**config.mk**
```make
export PLATFORM = sky130hd
export DESIGN_NAME = ins_mem_loader_flat
export DESIGN_NICKNAME = d
export VERILOG_FILES = /design/src/rtl/ins_mem_loader_if.sv /design/src/rtl/ins_mem_loader.sv /design/src/flat_wrapper.sv
export SDC_FILE = /design/constraint.sdc
export NUM_CORES = 1
export LEC_CHECK = 0
export BUFFER_PORTS_ARGS = -buffer_cell sky130_fd_sc_hd__buf_2
export CORE_MARGIN = 8
export CORE_UTILIZATION = 58
export CTS_BUF_LIST = sky130_fd_sc_hd__clkbuf_2 sky130_fd_sc_hd__clkbuf_4 sky130_fd_sc_hd__clkbuf_8
export CTS_CLUSTER_DIAMETER = 120
export CTS_CLUSTER_SIZE = 14
export DETAILED_ROUTE_END_ITERATION = 12
export HOLD_SLACK_MARGIN = 0.02
export PLACE_DENSITY = 0.82
export SLEW_MARGIN = 15
export SYNTH_ARGS = -nofsm -noshare
export SYNTH_HDL_FRONTEND = slang
export SYNTH_SLANG_ARGS = --single-unit
```
**constraint.sdc**
```tcl
create_clock -name CLK -period 3.9 [get_ports CLK]
set_clock_uncertainty 0.05 [all_clocks]
set_input_delay 0.585 -clock CLK [delete_from_list [all_inputs] [get_ports CLK]]
set_output_delay 0.585 -clock CLK [all_outputs]
set_load 0.02 [all_outputs]
```
**src/rtl/ins_mem_loader_if.sv**
```systemverilog
// Byte-stream input, instruction-memory write port and status flags of the
// instruction-memory loader, bundled so producer and loader share one handle.
interface ins_mem_loader_if;
   logic        start;
   logic        byte_valid;
   logic [7:0]  byte_data;
   logic        byte_ready;
   logic        mem_we;
   logic [31:0] mem_addr;
   logic [31:0] mem_wdata;
   logic        cpu_reset;
   logic        busy;
   logic        done;
   logic        err;

   // Stream producer / supervisor side.
   modport master (
      output start, byte_valid, byte_data,
      input  byte_ready, mem_we, mem_addr, mem_wdata, cpu_reset, busy, done, err
   );

   // Loader side.
   modport slave (
      input  start, byte_valid, byte_data,
      output byte_ready, mem_we, mem_addr, mem_wdata, cpu_reset, busy, done, err
   );
endinterface

```
**src/rtl/ins_mem_loader.sv**
```systemverilog
// Instruction-memory loader: receives a length byte, N big-endian 32-bit words
// and an XOR checksum byte over a valid/ready byte stream, writes each word to
// BASE_ADDR + 4*i, then releases the CPU (cpu_reset=1) if the checksum matches.
// Every output is a register loaded from the next-state value, so the flags
// always describe the state the FSM is currently in.
module ins_mem_loader #(
   parameter logic [31:0] BASE_ADDR = 32'h0000_0000
) (
   input logic             CLK,
   input logic             Reset,
   ins_mem_loader_if.slave bus
);

   typedef enum logic [2:0] {IDLE, LEN, DATA, WRITE, CHK, RUN, ERROR} state_t;

   state_t      stateReg;
   state_t      stateNext;
   logic [7:0]  wordCountReg;   // N from the LEN byte
   logic [7:0]  wordIdxReg;     // index of the word being assembled/written
   logic [1:0]  byteCntReg;     // byte position inside the current word
   logic [7:0]  checksumReg;    // running XOR of DATA bytes
   logic [23:0] partialReg;     // first three bytes of the current word
   logic        accept;
   logic [8:0]  idxPlusOne;

   assign accept     = bus.byte_valid && bus.byte_ready;
   assign idxPlusOne = {1'b0, wordIdxReg} + 9'd1;

   // Next-state decision; stalls (no accepted byte) simply hold the state.
   always_comb begin
      stateNext = stateReg;
      unique case (stateReg)
         IDLE, RUN, ERROR: if (bus.start) stateNext = LEN;
         LEN:   if (accept) stateNext = (bus.byte_data == 8'h00) ? CHK : DATA;
         DATA:  if (accept && byteCntReg == 2'd3) stateNext = WRITE;
         WRITE: stateNext = (idxPlusOne < {1'b0, wordCountReg}) ? DATA : CHK;
         CHK:   if (accept) stateNext = (bus.byte_data == checksumReg) ? RUN : ERROR;
         default: stateNext = IDLE;
      endcase
   end

   // State, datapath and registered outputs (outputs follow stateNext).
   always_ff @(posedge CLK or posedge Reset) begin
      if (Reset) begin
         stateReg       <= IDLE;
         wordCountReg   <= 8'd0;
         wordIdxReg     <= 8'd0;
         byteCntReg     <= 2'd0;
         checksumReg    <= 8'd0;
         partialReg     <= 24'd0;
         bus.byte_ready <= 1'b0;
         bus.busy       <= 1'b0;
         bus.mem_we     <= 1'b0;
         bus.mem_addr   <= BASE_ADDR;
         bus.mem_wdata  <= 32'd0;
         bus.cpu_reset  <= 1'b0;
         bus.done       <= 1'b0;
         bus.err        <= 1'b0;
      end else begin
         stateReg       <= stateNext;
         bus.byte_ready <= (stateNext == LEN) || (stateNext == DATA) || (stateNext == CHK);
         bus.busy       <= (stateNext == LEN) || (stateNext == DATA) ||
                           (stateNext == WRITE) || (stateNext == CHK);
         bus.mem_we     <= (stateNext == WRITE);
         bus.cpu_reset  <= (stateNext == RUN);
         bus.done       <= (stateNext == RUN);
         bus.err        <= (stateNext == ERROR);

         case (stateReg)
            IDLE, RUN, ERROR: begin
               if (bus.start) begin
                  wordCountReg <= 8'd0;
                  wordIdxReg   <= 8'd0;
                  byteCntReg   <= 2'd0;
                  checksumReg  <= 8'd0;
               end
            end
            LEN: begin
               if (accept) wordCountReg <= bus.byte_data;
            end
            DATA: begin
               if (accept) begin
                  partialReg  <= {partialReg[15:0], bus.byte_data};
                  checksumReg <= checksumReg ^ bus.byte_data;
                  byteCntReg  <= byteCntReg + 2'd1;
                  // Fourth byte: present the word and address during WRITE.
                  if (byteCntReg == 2'd3) begin
                     bus.mem_wdata <= {partialReg, bus.byte_data};
                     bus.mem_addr  <= BASE_ADDR + {22'd0, wordIdxReg, 2'b00};
                  end
               end
            end
            WRITE: begin
               wordIdxReg <= wordIdxReg + 8'd1;
            end
            default: ;
         endcase
      end
   end

endmodule

```
**src/flat_wrapper.sv**
```systemverilog
// flat-port wrapper written by rule: the top's interface ports become plain ports
module ins_mem_loader_flat 
#(
   parameter logic [31:0] BASE_ADDR = 32'h0000_0000
)
  (CLK, Reset, bus_start, bus_byte_valid, bus_byte_data, bus_byte_ready, bus_mem_we, bus_mem_addr, bus_mem_wdata, bus_cpu_reset, bus_busy, bus_done, bus_err);
  ins_mem_loader_if bus_i ();
  input logic CLK;
  input logic Reset;
  input wire logic [$bits(bus_i.start)-1:0] bus_start;
  input wire logic [$bits(bus_i.byte_valid)-1:0] bus_byte_valid;
  input wire logic [$bits(bus_i.byte_data)-1:0] bus_byte_data;
  output wire logic [$bits(bus_i.byte_ready)-1:0] bus_byte_ready;
  output wire logic [$bits(bus_i.mem_we)-1:0] bus_mem_we;
  output wire logic [$bits(bus_i.mem_addr)-1:0] bus_mem_addr;
  output wire logic [$bits(bus_i.mem_wdata)-1:0] bus_mem_wdata;
  output wire logic [$bits(bus_i.cpu_reset)-1:0] bus_cpu_reset;
  output wire logic [$bits(bus_i.busy)-1:0] bus_busy;
  output wire logic [$bits(bus_i.done)-1:0] bus_done;
  output wire logic [$bits(bus_i.err)-1:0] bus_err;
  assign bus_i.start = bus_start;
  assign bus_i.byte_valid = bus_byte_valid;
  assign bus_i.byte_data = bus_byte_data;
  assign bus_byte_ready = bus_i.byte_ready;
  assign bus_mem_we = bus_i.mem_we;
  assign bus_mem_addr = bus_i.mem_addr;
  assign bus_mem_wdata = bus_i.mem_wdata;
  assign bus_cpu_reset = bus_i.cpu_reset;
  assign bus_busy = bus_i.busy;
  assign bus_done = bus_i.done;
  assign bus_err = bus_i.err;
  ins_mem_loader #(.BASE_ADDR(BASE_ADDR)) u_core (.CLK(CLK), .Reset(Reset), .bus(bus_i));
endmodule
```
==> flow_metrics.tcl <==
set metrics [dict create \
    hold_buffers 0 \
    syn_area_per_cell_sq_um 11.55 \
    fillers 634 \
    syn_inst 409 \
    finalHoldViolCount 0 \
    clk-insertion-delay-late_ns 0.36 \
    io-pin-count 82 \
    max_cap_viol_count 0 \
    period_minus_slack_ns 2.873 \
    synth_edf_count 0 \
    placed_area_sq_um 4932 \
    cts_buffers 9 \
    routedWlPerCell_microns 16.78 \
    final-setup-viol-count 0 \
    wl_mm 9.596 \
    p_per_area_nw_per_um2 581.4 \
    status "completed" \
    tightest_slew_ns 1.098 \
    syn_area_sq_um 4725 \
    path_class "reg2reg" \
    cts_resized 0 \
    cp-start-kind "register" \
    grt_max_degree 43 \
    slew_viol_final 0 \
    cts_tree "yes" \
    fmax_mhz 348.1 \
    grtUsageTotal_pct 17.77 \
    hold_path.class "in2async" \
    port_buffers 57 \
    gr-total-overflow 0 \
    clock-sinks 98 \
    synth_flop_cell "dfrtp_1" \
    rsz0062_at_grt "no" \
    num_rows 33 \
    arrival_ns 3.07 \
    drive_gt1_share_pct 29.34 \
    place_congestion 0.8773 \
    grt_pass1_vias 3406 \
    start_util_pct 58.68 \
    yosysSeqAreaShare_pct 51.91 \
    die_h_microns 106.3 \
    antennaDiodeCount 0 \
    cts-root-buf "clkbuf_8" \
    place_hpwl_mm 6.687 \
    setup-tns-final_ns 0 \
    ys_async_sr_fraction_pct 100.0 \
    fp.dieW_microns 106.3 \
    vias_per_cell 5.441 \
    clk_path_buf_depth 2 \
    synth_cell_types 54 \
    cp-end-kind "register" \
    drt_iter0_markers 196 \
    h-tree-depth 3 \
    drc 0 \
    area.growth.synth_to_final_pct 9.163 \
    num_vias 3112 \
    vdd_drop_max_mv 0.2691 \
    path_max_fanout 7 \
    leakagePower_nw 2.886 \
    cts.clk_slew.worst_paths_ns 0.09 \
    stdcell_area_sq_um 5157 \
    synth_warnings 0 \
    antenna_found_initial 0 \
    ant_nets 0 \
    cp.required_ns 4.09 \
    post_cts_buffers 0 \
    yosys_register_bits 98 \
    min_period_over_period_pct 73.67 \
    final_nets 483 \
    grt_pass1_wl_mm 16.28 \
    relSlewSlack_pct 26.59 \
    die_area_sq_um 11290 \
    coreArea_sq_um 8051 \
    dr.pass1.iters 4 \
]
==> cell usage after synthesis (all sizes together) (4+ instances only) <==
library cell  instances  share of area (%)
and2                  4               0.58
mux2                 40                 13
inv                  13                1.0
clkbuf                6               0.90
a21oi                 6               0.71
nand3                 7               0.74
and3                  5               0.74
xor2                 11                2.0
a22o                 12                2.2
nor2                  5               0.56
buf                  35                5.9
o21ai                25                2.6
dfrtp                98                 52
xnor2                 4               0.74
nand2                95                7.8
ha                    9                2.4
nor4                  4               0.98
==> final timing paths <==
path / start / end / slack (ns) / depth (start not counted)
setup / recovery: u_core.wordIdxReg[0] / u_core.bus.byte_ready / 1.03 / 11
hold / removal: Reset / u_core.bus.mem_addr[8] / 0.15 / 2
setup reg to reg: u_core.wordIdxReg[0] / u_core.bus.byte_ready / 1.03 / 11
hold reg to reg: u_core.byteCntReg[0] / u_core.byteCntReg[0] / 0.44 / 1
max in group asynchronous: Reset / u_core.bus.mem_wdata[10] / 2.82 / 3
min in group CLK: u_core.byteCntReg[0] / u_core.byteCntReg[0] / 0.44 / 1
==> report_power, final <==
group / internal [mW] / total [mW] / switching (mW)
logic: 0.321 / 0.841 / 0.520
clock network: 0.365 / 0.723 / 0.358
registers: 1.23 / 1.43 / 0.203
total: 1.92 / 3.00 / 1.08
==> cell type report <==
type / instances / area (sq um) / share of cell area (%)
timing repair buffer: 60 / 307.8 / 5.968
tap: 105 / 131.4 / 2.547
sequential: 98 / 2452 / 47.55
clock buffer: 9 / 123.9 / 2.402
clock inverter: 7 / 101.3 / 1.965
multi-input combinational: 280 / 1989 / 38.57
inverter: 13 / 51.30 / 0.9947
==> metal layers <==
| metal | GRT usage [%] | vias up | share of wire (%) |
|---|---|---|---|
| li1 | - | 1442 | - |
| met1 | 22.57 | 1562 | 43 |
| met2 | 28.64 | 94 | 50 |
| met3 | 3.630 | 14 | 4.9 |
| met4 | 8.241 | 0 | 1.4 |
| met5 | 0 | - | 0 |
==> flip-flops by register name (all words and copies together) (netlist names) <==
signal                 cells
u_core.checksumReg         8
u_core.stateReg            3
u_core.bus.mem_wdata      32
u_core.byteCntReg          2
u_core.bus.mem_we          1
u_core.wordCountReg        8
u_core.bus.cpu_reset       1
u_core.bus.busy            1
u_core.bus.mem_addr        8
u_core.bus.err             1
u_core.partialReg         24
u_core.bus.byte_ready      1
u_core.wordIdxReg          8
==> critical path, stage by stage, from the launching register on <==
cell and delay [ns]:
dfrtp_1 0.44, ha_1 0.28, and4_4 0.27, nand2_1 0.08, xnor2_1 0.19, ha_1 0.27
a21o_1 0.17, a221oi_2 0.29, o211ai_2 0.18, a21oi_2 0.26, nor3_1 0.10, o21bai_1 0.17
==> layout by cell type, fill, tap and decap left out, types with 3 or more instances in the layout <==
cell	netlist	final
o211ai_2	3	3
xnor2_1	4	4
dfrtp_1	98	98
a22o_1	12	12
inv_1	12	11
clkbuf_8	2	9
o21ai_1	15	15
xor2_1	11	11
buf_4	26	3
ha_1	9	9
buf_2	3	57
conb_1	1	24
a21o_1	3	3
o21ai_0	10	10
nand2_1	93	93
mux2_4	38	38
and2_1	3	3
and3_2	3	3
nor2_1	4	4
nand3_1	7	7
a21oi_1	5	5
==> kinds of logic after synthesis <==
| group | share of synthesized area (%) |
|---|---|
| AOI/OAI and AO/OA | 8.713 |
| xor gates and xnor gates | 2.781 |
| adders and majority gates | 2.595 |
| buffers and inverters | 7.812 |
| DFF | 51.91 |
| muxes | 12.76 |
| other | 0.07937 |
| and+or+nand+nor | 13.35 |
==> through the flow <==
| stage | worst slack (ns) | power [mW] | instances | hold WS (ns) | util (%) |
|---|---|---|---|---|---|
| 2_1_floorplan | 0.7029 | 2.101 | 432 | 0.3919 | - |
| 3_3_place_gp | 1.235 | 2.211 | 556 | 0.4088 | 61.26 |
| 3_5_place_dp | 1.067 | 2.282 | 556 | 0.4198 | 61.26 |
| 4_1_cts | 1.030 | 3.012 | 572 | 0.1509 | 64.06 |
| 5_1_grt | 0.8610 | 3.192 | 572 | 0.1728 | 64.06 |
| 6_report | 1.027 | 2.999 | 572 | 0.1513 | 64.06 |
Note: power is estimated with default switching activity, not from simulation.
